## config.mk

```make
export PLATFORM = sky130hd
export DESIGN_NAME = shift_left_seq_flat
export DESIGN_NICKNAME = d
export VERILOG_FILES = /design/src/rtl/shift_left_seq_if.sv /design/src/rtl/shift_left_seq.sv /design/src/flat_wrapper.sv
export SDC_FILE = /design/constraint.sdc
export NUM_CORES = 1
export LEC_CHECK = 0
export ABC_CLOCK_PERIOD_IN_PS = 1850
export CORE_ASPECT_RATIO = 0.9
export CORE_MARGIN = 10
export CORE_UTILIZATION = 44
export DETAILED_ROUTE_END_ITERATION = 6
export PLACE_DENSITY_LB_ADDON = 0.15
export SLEW_MARGIN = 20
export SYNTH_ARGS = -nofsm -noshare
export SYNTH_HDL_FRONTEND = slang
export SYNTH_SLANG_ARGS = --single-unit
```

## constraint.sdc

```tcl
create_clock -name clk -period 1.85 [get_ports clk]
set_clock_uncertainty 0.05 [all_clocks]
set_input_delay 0.4625 -clock clk [delete_from_list [all_inputs] [get_ports clk]]
set_output_delay 0.4625 -clock clk [all_outputs]
set_load 0.01 [all_outputs]
```

## src/rtl/shift_left_seq_if.sv

```systemverilog
// Request/response bus for shift_left_seq: start, operands and the result/busy/done handshake.
// The rotate line exists only when SHL_ROTATE_EN is defined.
interface shift_left_seq_if;
   logic        start;
   logic [31:0] A;
   logic [31:0] B;
`ifdef SHL_ROTATE_EN
   logic        rotate;
`endif
   logic [31:0] result;
   logic        busy;
   logic        done;

`ifdef SHL_ROTATE_EN
   modport master (output start, A, B, rotate, input result, busy, done);
   modport slave  (input start, A, B, rotate, output result, busy, done);
`else
   modport master (output start, A, B, input result, busy, done);
   modport slave  (input start, A, B, output result, busy, done);
`endif
endinterface

```

## src/rtl/shift_left_seq.sv

```systemverilog
// Sequential 32-bit left shifter, one bit per clock, start/busy/done handshake.
// Define SHL_ROTATE_EN to add the rotate-left mode (bus.rotate).
module shift_left_seq (
   input logic              clk,
   input logic              clr,
   shift_left_seq_if.slave  bus
);

   typedef enum logic [1:0] {IDLE, SHIFT, DONE} state_t;

   state_t      state_q, state_d;
   logic [31:0] work_q, work_d;
   logic [31:0] result_q, result_d;
   logic [5:0]  cnt_q, cnt_d;
   logic        rot_q, rot_d;
   logic        busy_q, busy_d;
   logic        done_q, done_d;

   logic        rot_in;
   logic        in_range;
   logic [5:0]  n_eff;
   logic [31:0] load_val;
   logic [31:0] shifted;

   always_comb begin
`ifdef SHL_ROTATE_EN
      rot_in = bus.rotate;
`else
      rot_in = 1'b0;
`endif
      in_range = (bus.B[31:5] == 27'd0);
      // Rotate wraps the amount modulo 32; an out-of-range logical shift clears everything at once.
      if (rot_in || in_range) begin
         n_eff    = {1'b0, bus.B[4:0]};
         load_val = bus.A;
      end else begin
         n_eff    = 6'd0;
         load_val = 32'd0;
      end
      shifted = {work_q[30:0], rot_q & work_q[31]};
   end

   always_comb begin
      state_d  = state_q;
      work_d   = work_q;
      result_d = result_q;
      cnt_d    = cnt_q;
      rot_d    = rot_q;
      busy_d   = 1'b0;
      done_d   = 1'b0;
      case (state_q)
         SHIFT: begin
            work_d = shifted;
            cnt_d  = cnt_q - 6'd1;
            if (cnt_q == 6'd1) begin
               result_d = shifted;
               state_d  = DONE;
               done_d   = 1'b1;
            end else begin
               busy_d = 1'b1;
            end
         end
         default: begin
            // IDLE and DONE both accept, which gives back-to-back issue from DONE.
            state_d = IDLE;
            if (bus.start) begin
               work_d = load_val;
               cnt_d  = n_eff;
               rot_d  = rot_in;
               if (n_eff != 6'd0) begin
                  state_d = SHIFT;
                  busy_d  = 1'b1;
               end else begin
                  result_d = load_val;
                  state_d  = DONE;
                  done_d   = 1'b1;
               end
            end
         end
      endcase
   end

   always_ff @(posedge clk or negedge clr) begin
      if (!clr) begin
         state_q  <= IDLE;
         work_q   <= 32'd0;
         result_q <= 32'd0;
         cnt_q    <= 6'd0;
         rot_q    <= 1'b0;
         busy_q   <= 1'b0;
         done_q   <= 1'b0;
      end else begin
         state_q  <= state_d;
         work_q   <= work_d;
         result_q <= result_d;
         cnt_q    <= cnt_d;
         rot_q    <= rot_d;
         busy_q   <= busy_d;
         done_q   <= done_d;
      end
   end

   assign bus.result = result_q;
   assign bus.busy   = busy_q;
   assign bus.done   = done_q;

endmodule

```

## src/flat_wrapper.sv

```systemverilog
// flat-port wrapper written by rule: the top's interface ports become plain ports
module shift_left_seq_flat 
  (clk, clr, bus_start, bus_A, bus_B, bus_result, bus_busy, bus_done);
  shift_left_seq_if bus_i ();
  input logic clk;
  input logic clr;
  input wire logic [$bits(bus_i.start)-1:0] bus_start;
  input wire logic [$bits(bus_i.A)-1:0] bus_A;
  input wire logic [$bits(bus_i.B)-1:0] bus_B;
  output wire logic [$bits(bus_i.result)-1:0] bus_result;
  output wire logic [$bits(bus_i.busy)-1:0] bus_busy;
  output wire logic [$bits(bus_i.done)-1:0] bus_done;
  assign bus_i.start = bus_start;
  assign bus_i.A = bus_A;
  assign bus_i.B = bus_B;
  assign bus_result = bus_i.result;
  assign bus_busy = bus_i.busy;
  assign bus_done = bus_i.done;
  shift_left_seq u_core (.clk(clk), .clr(clr), .bus(bus_i));
endmodule
```

Word-level counts from Yosys, hierarchy flattened
Index checks and enable logic that the tools add are counted.
W data, S select, Z words.
{"block": "classes", "n_eq_ne": 4, "reduce_logical": 4, "n_addsub": 1, "muxes": 22}
{"operator": "$mux W32", "n": 5}
{"operator": "$mux W31", "n": 2}
{"operator": "$logic_not A27 Y1", "n": 1}
{"operator": "$mux W6", "n": 2}
{"operator": "$mux W1", "n": 8}
{"operator": "$mux W2", "n": 4}
{"operator": "$eq A6 B1 Y1 const B", "n": 1}
{"operator": "$reduce_bool A6 Y1", "n": 1}
{"operator": "$sub A6 B1 Y6 const B", "n": 1}
{"operator": "$mux W5", "n": 1}
{"operator": "$reduce_and A3 Y1", "n": 1}
{"operator": "$eq A2 B1 Y1 const B", "n": 1}
{"operator": "$ne A2 B1 Y1 const B", "n": 1}
{"operator": "$ne A2 B2 Y1 const B", "n": 1}
{"operator": "$reduce_bool A2 Y1", "n": 1}
{"block": "totals", "wordCells": 37, "regBits": 73}

Depth between registers and ports, before layout
Gate-level depths: netlist of the first run.
{"block": "depth", "ltp_word": 6, "ltp_mapped": 7}

Worst setup path before layout of the first run
OpenSTA, ideal clock, no wires.
{"block": "synth_timing", "kind": "input-to-reg", "from": "in bus_B[3]", "to": "reg u_core.result_q[10], in the netlist u_core.bus.result[10]", "arrival_ns": 1.903, "setup_slack_ns": -0.228, "setup_time_ns": 0.125, "stages": 6, "cell_sequence": "or4_4 > nor2_4 > nor3_4 > o21ai_4 > buf_12 > mux2_4"}
{"block": "synth_between", "elab_chain_len": 4}
{"item": "from (decl)", "line_no": "flat_wrapper.sv:9", "text": "input wire logic [$bits(bus_i.B)-1:0] bus_B;"}
{"item": "$mux W5", "line_no": "shift_left_seq.sv:33", "text": "if (rot_in || in_range) begin"}
{"item": "$reduce_bool A6 Y1", "line_no": "shift_left_seq.sv:70", "text": "if (n_eff != 6'd0) begin"}
{"item": "$ne A2 B2 Y1 (no source line)"}
{"item": "$reduce_and A3 Y1 (no source line)"}
{"item": "to (signal assigned)", "line_no": "shift_left_seq.sv:95", "text": "result_q <= result_d;"}
{"item": "to (decl)", "line_no": "shift_left_seq.sv:13", "text": "logic [31:0] result_q, result_d;"}
No other way between the ends.
A chain may end at the register's enable or synchronous reset.

Worst setup path after layout of the first run
{"block": "layout_timing", "from": "in bus_B[3]", "to": "reg u_core.result_q[1], in the netlist u_core.bus.result[1]"}
The elaborated chain is that of the path after synthesis.

==> impl_metrics.tcl, run 1 <==
set metrics [dict create \
    final_cell_mix "dfrtp_1, clkdlybuf4s50_1, nand2_1, mux2_4, a22o_1" \
    fp-row-count 31 \
    report.final.slew_viol_count 0 \
    coreArea_mm2 0.00807 \
    clock-sinks 73 \
    synth.avg_cell_area_um2 11.7 \
    dp_hpwl_um 6790 \
    crit_arrival_ns 2.08 \
    hold_class "input port to asynchronous set/reset pin" \
    gp_congestion 0.829 \
    drt_iter0_drc 118 \
    worst-path-buf-inv 3 \
    fin_ws_ns -0.0590 \
    clk_latency_ns 0.34 \
    dr.pass1.iters 4 \
    syn_inst 313 \
    finalCritPeriodShare_pct 103 \
    stdcell_area_mm2 0.00522 \
    antennaDiodeCount 0 \
    synth_simple_gate_area_share_pct 11.7 \
    status "finished with violations" \
    cts_tree "done" \
    grt_setup_unrepaired "true" \
    clockBufferDepth 2 \
    reg2reg_slack_ns 0.01 \
    layout-drive-gt1-share_pct 24.4 \
    seq_area_frac_synth_pct 49.8 \
    grt_pass1_wl_um 15800 \
    whs_ns -0.00195 \
    grt_pass1_vias 3001 \
    fp.dieW_um 116 \
    ios 101 \
    cts-root-buf "clkbuf_8" \
    grtUsageTotal_pct 16.1 \
    routed_wl_um 9850 \
    path_cells "buf_6 -> or4_4 -> nor2_4 -> nor3_4 -> o21ai_4 -> buf_6 -> buf_12 -> mux2_4" \
    die_h_um 107 \
    synth-seq-cells 73 \
    h-tree-depth 3 \
    final_common_cell "dfrtp_1" \
    synth_top_family_by_area "compound AO/OA/AOI/OAI gates" \
    path_class "input port to flop" \
    hold_viol_final 1 \
    setup_viol 24 \
    crit_top_cell "buf_6" \
    ir_drop_uv 395 \
    path_delay_family "simple AND/OR/NAND/NOR gates" \
    max_freq_ghz 0.524 \
    synthDistinctLibCells 37 \
    dieArea_mm2 0.0124 \
    grt_overflow 0 \
    critical_path.max_stage_delay_ns 0.53 \
    antenna_found_initial 0 \
    placed_cell_area_mm2 0.00487 \
    violations "hold timing, setup timing" \
    syn-cell-area_mm2 0.00367 \
    area_growth_syn_to_layout_pct 42.3 \
    finalSetupTns_ns -0.940 \
    cp_max_fo 6 \
    max-cap-violations 0 \
    place_ws_ns -0.727 \
    vias 2936 \
    worst_slew_pin_slew_ns 0.427 \
    nets 500 \
    wl_per_cell_um 18.5 \
    cp-start-kind "input port" \
    clk_pin_slew_ns 0.08 \
    max_slew_margin_pct 71.6 \
    yosys.area_share.adder_pct 0.682 \
    syn_nets 382 \
    power_density_mw_per_mm2 626 \
    synthMuxAreaShare_pct 13.1 \
    synthXorXnorAreaFrac_pct 0 \
    initial_core_util_pct 45.5 \
    yosysWarningCount 0 \
    regArea_mm2 0.00183 \
    required_ns 2.02 \
    leakage_nw 2.28 \
    final_antenna_net_count 0 \
    fin_crit_ns 1.91 \
    port_buffers 100 \
    slowest_stage "or4_4" \
    drc 0 \
    endpoint_kind "flop" \
    final.fill_count 662 \
    grt_max_degree 57 \
    vias_per_cell 5.51 \
    multi_input_area_mm2 0.00174 \
    numCtsBuffers 9 \
    synth_compound_area_share_pct 20.4 \
]
[kinds of logic (layout without fill, tap and decap cells)]
kind of cell,Yosys count,in the layout
muxes,33,33
adders and majority gates,2,2
DFF,73,73
buffers and inverters,27,148
and+or+nand+nor,72,72
AOI/OAI and AO/OA,106,106
[through the flow]
step                total power, mW  utilization [%]  hold WS (ns)  std cells
finish                         3.27             64.7      -0.00195        533
global route                   3.39             64.7       0.00402        533
CTS                            3.29             64.6       0.00376        531
detailed placement             1.93             60.3         0.376        510
global placement               1.93             60.3         0.372        510
floorplan                      1.71                -         0.117        313
[power breakdown]
part           leakage [nW]  switching [mW]  total (mW)  internal [mW]
logic                  1.17           0.144       0.318          0.175
clock network         0.102           0.600        1.35          0.747
registers              1.01         0.00452        1.60           1.60
total                  2.28           0.748        3.27           2.52
[repair_timing]
item                                   4_1_cts  5_1_grt
endpoints found under the hold margin        0        0
buffers inserted                             5        2
resized for setup                           63       20
gates cloned                                 3        0
pin swaps                                   13       10
setup endpoints to repair                   69       67
hold buffers                                 0        0
[cells in the mapped netlist, drive strengths merged]
cell type / number / area share (%)
o21ai: 35 / 5.1
buf: 9 / 2.4
a22o: 31 / 7.4
clkbuf: 15 / 1.5
a21oi: 4 / 0.55
dfrtp: 73 / 50
mux2: 33 / 13
a221oi: 1 / 0.24
a31oi: 1 / 0.17
ha: 2 / 0.68
clkinv: 1 / 0.10
or4: 1 / 0.31
nand4: 2 / 0.75
nand2b: 1 / 0.17
nor4: 7 / 2.8
nand2: 39 / 4.0
o211ai: 1 / 0.20
o2bb2ai: 2 / 0.48
inv: 2 / 0.20
and3: 2 / 0.34
nor2b: 1 / 0.17
nor2: 10 / 1.2
a22oi: 30 / 6.1
nand3: 5 / 0.82
o22ai: 1 / 0.17
nor3: 4 / 1.1
[area by class of cell]
cell class,instances,area share (%)
Sequential cell,73,35.0
Timing Repair Buffer,131,25.1
Multi-Input combinational cell,213,33.4
Tap cell,99,2.37
Inverter,3,0.216
Clock buffer,9,2.37
Clock inverter,5,1.56
[flip-flops by register name, indices dropped and copies added (netlist names)]
name / count
u_core.work_q: 31
u_core.bus.done: 1
u_core.bus.busy: 1
u_core.bus.result: 32
u_core.state_q: 2
u_core.cnt_q: 6
[metal layers]
layer	track usage, %	vias to the layer above	wire length, um
li1	-	1397	-
met1	20.9	1452	4440
met2	25.8	79	4810
met3	5.07	8	511
met4	3.13	0	78
met5	0	-	0
[path summary, 6_finish.rpt]
kind	start	endpoint	cells past startpoint
setup / recovery	bus_B[3]	u_core.bus.result[1]	8
hold / removal	clr	u_core.work_q[7]	1
setup reg to reg	u_core.cnt_q[1]	u_core.bus.result[1]	8
hold reg to reg	u_core.cnt_q[5]	u_core.cnt_q[5]	1
max in group asynchronous	clr	u_core.bus.result[1]	2
min in group clk	bus_B[2]	u_core.cnt_q[2]	3
No activity file was read; power rests on OpenSTA's default activity.
==> inputs of run 2 (changes only) <==
PLACE_DENSITY = 0.77   (was unset)
PLACE_DENSITY_LB_ADDON = unset   (was 0.15)
TNS_END_PERCENT = 10   (was unset)
==> run 2 against run 1 <==
Effect of this change:
- the run ends with setup timing left
- cell area grew 1.7%
- sequential power is essentially flat
- sequential share of layout area shrank 0.59 points
- critical path type unchanged
- highest routed layer unchanged
==> impl_metrics.tcl, run 2 (same netlist as run 1, synthesis figures left out) <==
set metrics [dict create \
    finalSetupTns_ns -0.837 \
    drt_iter0_drc 196 \
    intPower_mw 2.54 \
    crit_arrival_ns 2.07 \
    finalCritPeriodShare_pct 103 \
    power.total_mw 3.31 \
    endpoint_kind "flop" \
    port_buffers 100 \
    whs_ns 0.342 \
    grt_setup_unrepaired "true" \
    clk_pin_slew_ns 0.08 \
    cp-start-kind "input port" \
    fin_crit_ns 1.91 \
    die_h_um 107 \
    worst_slew_pin_slew_ns 0.380 \
    p_switching_uw 763 \
    multi_input_area_mm2 0.00174 \
    reg2reg_slack_ns 0.05 \
    fp.dieW_um 116 \
    violations "setup timing" \
    final.fill_count 658 \
    coreArea_mm2 0.00807 \
    wl_per_cell_um 19.2 \
    h-tree-depth 3 \
    required_ns 2.02 \
    ir_drop_uv 331 \
    final_antenna_net_count 0 \
    area_growth_syn_to_layout_pct 44.7 \
    cts-root-buf "clkbuf_8" \
    fp-row-count 31 \
    report.final.slew_viol_count 0 \
    cts_tree "done" \
    dp_hpwl_um 7110 \
    power_density_mw_per_mm2 623 \
    clk_latency_ns 0.34 \
    drc 0 \
    vias 3001 \
    power.share.sequential_pct 48.5 \
    ios 101 \
    pwr-share-clk_pct 41.5 \
    grt_pass1_wl_um 16600 \
    grtUsageTotal_pct 16.9 \
    final_common_cell "dfrtp_1" \
    leakage_nw 2.35 \
    path_class "input port to flop" \
    regArea_mm2 0.00183 \
    dr.pass1.iters 5 \
    routed_wl_um 10400 \
    place_ws_ns -0.738 \
    gp_congestion 0.816 \
    largest_reg_flops 32 \
    status "finished with violations" \
    antenna_found_initial 0 \
    grt_overflow 0 \
    max-cap-violations 0 \
    hold_class "input port to flop" \
    setup_viol 32 \
    grt_pass1_vias 3113 \
    layout-drive-gt1-share_pct 27.6 \
    vias_per_cell 5.55 \
    combinationalPowerShare_pct 9.9 \
    grt_max_degree 55 \
    hold_viol_final 0 \
    swShare_pct 23.1 \
    antennaDiodeCount 0 \
    clock-sinks 73 \
    clockBufferDepth 2 \
    max_freq_ghz 0.524 \
    dieArea_mm2 0.0124 \
    initial_core_util_pct 45.5 \
    fin_ws_ns -0.0569 \
    cp_max_fo 5 \
    numCtsBuffers 9 \
    nets 507 \
    max_slew_margin_pct 74.7 \
    final_cell_mix "dfrtp_1, clkdlybuf4s50_1, nand2_1, mux2_4, a22o_1" \
]
run 2: cell types whose count changed in the layout (fill, tap and decap cells not counted), moves of 3 or more:
cell | previous run | this run
dlygate4sd2_1 | 14 | 7
buf_2 | 1 | 5
buf_6 | 9 | 13
clkbuf_2 | 7 | 11
clkinv_4 | 0 | 3
o21ai_0 | 18 | 15
o21ai_1 | 16 | 19
run 2: area by class of cell:
type,count,share of cell area (%)
multi-input combinational,213,32.8
clock inverter,6,1.77
tap,99,2.33
timing repair buffer,138,26.1
sequential,73,34.4
inverter,3,0.212
clock buffer,9,2.33
run 2: metal layers:
metal	wire length, um	GRT usage, %	vias to the layer above
li1	-	-	1418
met1	4240	20.9	1481
met2	5370	28.5	98
met3	726	4.57	4
met4	45	4.11	0
met5	0	0	-
run 2: final timing paths:
path,startpoint,to,depth (start not counted)
max in group asynchronous,clr,u_core.bus.result[19],3
worst max register to register,u_core.cnt_q[1],u_core.bus.result[2],8
worst min register to register,u_core.cnt_q[5],u_core.cnt_q[5],1
min in group asynchronous,clr,u_core.bus.result[7],2
worst min-delay path,bus_B[2],u_core.cnt_q[2],3
worst max-delay path,bus_B[3],u_core.bus.result[2],8
run 2: worst max-delay path, cell delays in order:
cell and delay, ns:
buf_6 0.09, or4_4 0.54, nor2_4 0.14, nor3_4 0.07, o21ai_4 0.18, buf_6 0.16
buf_12 0.13, mux2_4 0.30
run 2: power by group through the flow:
stage | clock, mW | sequential [mW] | combinational [mW]
2_1_floorplan | 0 | 1.63 | 0.0730
3_5_place_dp | 0 | 1.64 | 0.302
5_1_grt | 1.47 | 1.60 | 0.350
3_3_place_gp | 0 | 1.64 | 0.296
6_report | 1.37 | 1.60 | 0.329
4_1_cts | 1.40 | 1.60 | 0.330
run 2: per-stage QoR:
step	util (%)	instance area, um2	std cells
finish	65.8	5310	541
global route	65.8	5310	541
CTS	65.9	5310	539
detailed placement	60.7	4890	510
global placement	60.7	4890	510
floorplan	-	3670	313
run 2: repair_timing:
item                       CTS  global route
setup endpoints to repair   70            66
cloned                       6             0
hold endpoints to repair    28             0
pin swaps                   14            13
buffers inserted             8             2
resized for setup           82            32
hold buffers                 1             0
==> inputs of run 3 (changes only) <==
CORE_UTILIZATION = 57   (was 44)
DONT_BUFFER_PORTS = 1   (was unset)
PLACE_DENSITY = 0.75   (was 0.77)
==> run 3 against run 2 <==
Effect of this change:
- the flow finishes with violations (hold timing)
- largest cell class unchanged
- die area is 19% lower
- cell area is 22% lower
- setup slack better by 0.10 ns
- worst hold slack worse by 0.59 ns
- critical path type unchanged
- clock power is 8% higher
==> impl_metrics.tcl, run 3 (same netlist as run 1, synthesis figures left out) <==
set metrics [dict create \
    routed_wl_um 8480 \
    max-cap-violations 0 \
    h-tree-depth 3 \
    ir_drop_uv 819 \
    report.final.slew_viol_count 0 \
    final_common_cell "dfrtp_1" \
    vias 2531 \
    crit_arrival_ns 1.99 \
    endpoint_kind "flop" \
    finalSetupTns_ns 0 \
    grt_overflow 0 \
    cp_max_fo 14 \
    final_cell_mix "dfrtp_1, nand2_1, a22o_1, a22oi_1, mux2_4" \
    grt_max_degree 74 \
    ios 101 \
    setup_viol 0 \
    nets 390 \
    critical_path.max_stage_delay_ns 0.53 \
    slowest_stage "or4_4" \
    finalCritPeriodShare_pct 97.5 \
    path_delay_family "simple AND/OR/NAND/NOR gates" \
    cp-start-kind "input port" \
    dr.pass1.iters 5 \
    violations "hold timing" \
    final_antenna_net_count 0 \
    top_usage_layer "met2" \
    use_met1_pct 19.4 \
    required_ns 2.04 \
    fin_crit_ns 1.80 \
    area_growth_syn_to_layout_pct 12.6 \
    fp.dieW_um 105 \
    worst_slew_pin_slew_ns 0.364 \
    layout-drive-gt1-share_pct 25.5 \
    leakage_nw 1.82 \
    grt_pass1_vias 2484 \
    clk_pin_slew_ns 0.08 \
    worst-path-buf-inv 2 \
    numCtsBuffers 9 \
    vias_per_cell 6.13 \
    crit_top_cell "buf_12" \
    max_freq_ghz 0.554 \
    drt_iter0_drc 135 \
    dieArea_mm2 0.0100 \
    fp-row-count 27 \
    cts-root-buf "clkbuf_8" \
    max_slew_margin_pct 75.5 \
    gp_congestion 0.858 \
    drc 0 \
    antennaDiodeCount 0 \
    clk_latency_ns 0.35 \
    path_cells "or4_4 -> nor2_4 -> nor3_4 -> o21ai_4 -> buf_12 -> buf_12 -> mux2_4" \
    die_h_um 96.1 \
    dp_hpwl_um 5940 \
    power_density_mw_per_mm2 772 \
    hold_viol_final 73 \
    hold_class "input port to asynchronous set/reset pin" \
    wl_per_cell_um 20.5 \
    dp.cells 393 \
    whs_ns -0.249 \
    clockBufferDepth 2 \
    port_buffers 0 \
    grt_pass1_wl_um 13400 \
    coreArea_mm2 0.00618 \
    grt.met2_usage_pct 27.1 \
    largest_reg_flops 32 \
    antenna_found_initial 0 \
    status "finished with violations" \
    initial_core_util_pct 59.3 \
    path_class "input port to flop" \
    grt_use_met3_pct 8.55 \
    layout.cells.non_filler 413 \
    fin_ws_ns 0.0458 \
    clock-sinks 73 \
    place_ws_ns -0.298 \
    grtUsageTotal_pct 16.8 \
    cts_tree "done" \
]
-- run 3: changes by cell type in the layout (fill, tap and decap cells not counted), sizes merged, moves of 5 or more --
| cell | before | now |
|---|---|---|
| buf | 46 | 19 |
| clkbuf | 20 | 13 |
| clkdlybuf4s15 | 5 | 0 |
| clkdlybuf4s50 | 67 | 0 |
| dlygate4sd2 | 7 | 0 |
-- run 3: where the power goes --
part	internal [mW]	total, mW	switching, mW
Combinational	0.0532	0.105	0.0519
Clock	0.897	1.48	0.582
Sequential	1.60	1.61	0.00517
-- run 3: worst paths after layout --
path | cells past startpoint | to | slack [ns] | start
worst max-delay path | 7 | u_core.bus.result[22] | 0.05 | bus_B[3]
worst max register to register | 8 | u_core.bus.result[22] | 0.07 | u_core.cnt_q[1]
worst min-delay path | 0 | u_core.bus.result[6] | -0.25 | clr
min in group clk | 1 | u_core.cnt_q[2] | 0.17 | bus_start
max in group asynchronous | 0 | u_core.bus.result[16] | 1.90 | clr
worst min register to register | 1 | u_core.cnt_q[5] | 0.45 | u_core.cnt_q[5]
-- run 3: per-stage QoR --
stage / area (um2) / power [mW] / utilization [%]
floorplan: 3670 / 1.71 / -
global placement: 3800 / 1.72 / 61.5
detailed placement: 3800 / 1.72 / 61.5
CTS: 4040 / 3.21 / 65.4
global route: 4130 / 3.30 / 66.8
finish: 4130 / 3.19 / 66.8
-- run 3: area by class of cell --
cell class | count | area, um2
clock inverters | 5 | 104
inverters | 3 | 11.3
fillers | 470 | 2050
repair buffers | 21 | 234
multi-input cells | 213 | 1710
well taps | 87 | 109
clock buffers | 11 | 131
flip-flops and latches | 73 | 1830
-- run 3: routing by layer --
metal,share of wire (%),vias to the layer above
met4,0.42,0
met2,51,88
met1,38,1261
li1,-,1180
met3,11,2
met5,0,-
-- run 3: worst reg2reg max path, cell delays in order (launching register included) --
cell and delay [ns]:
dfrtp_1 0.41, inv_1 0.09, ha_1 0.15, and3_4 0.19
nand2_2 0.08, o21ai_4 0.08, buf_12 0.15, buf_12 0.16
mux2_4 0.32
-- run 3: what timing repair did --
item,in CTS,in global routing
endpoints found under the setup margin,0,3
resized for setup,0,2
setup buffers,0,1
endpoints found under the hold margin,73,73
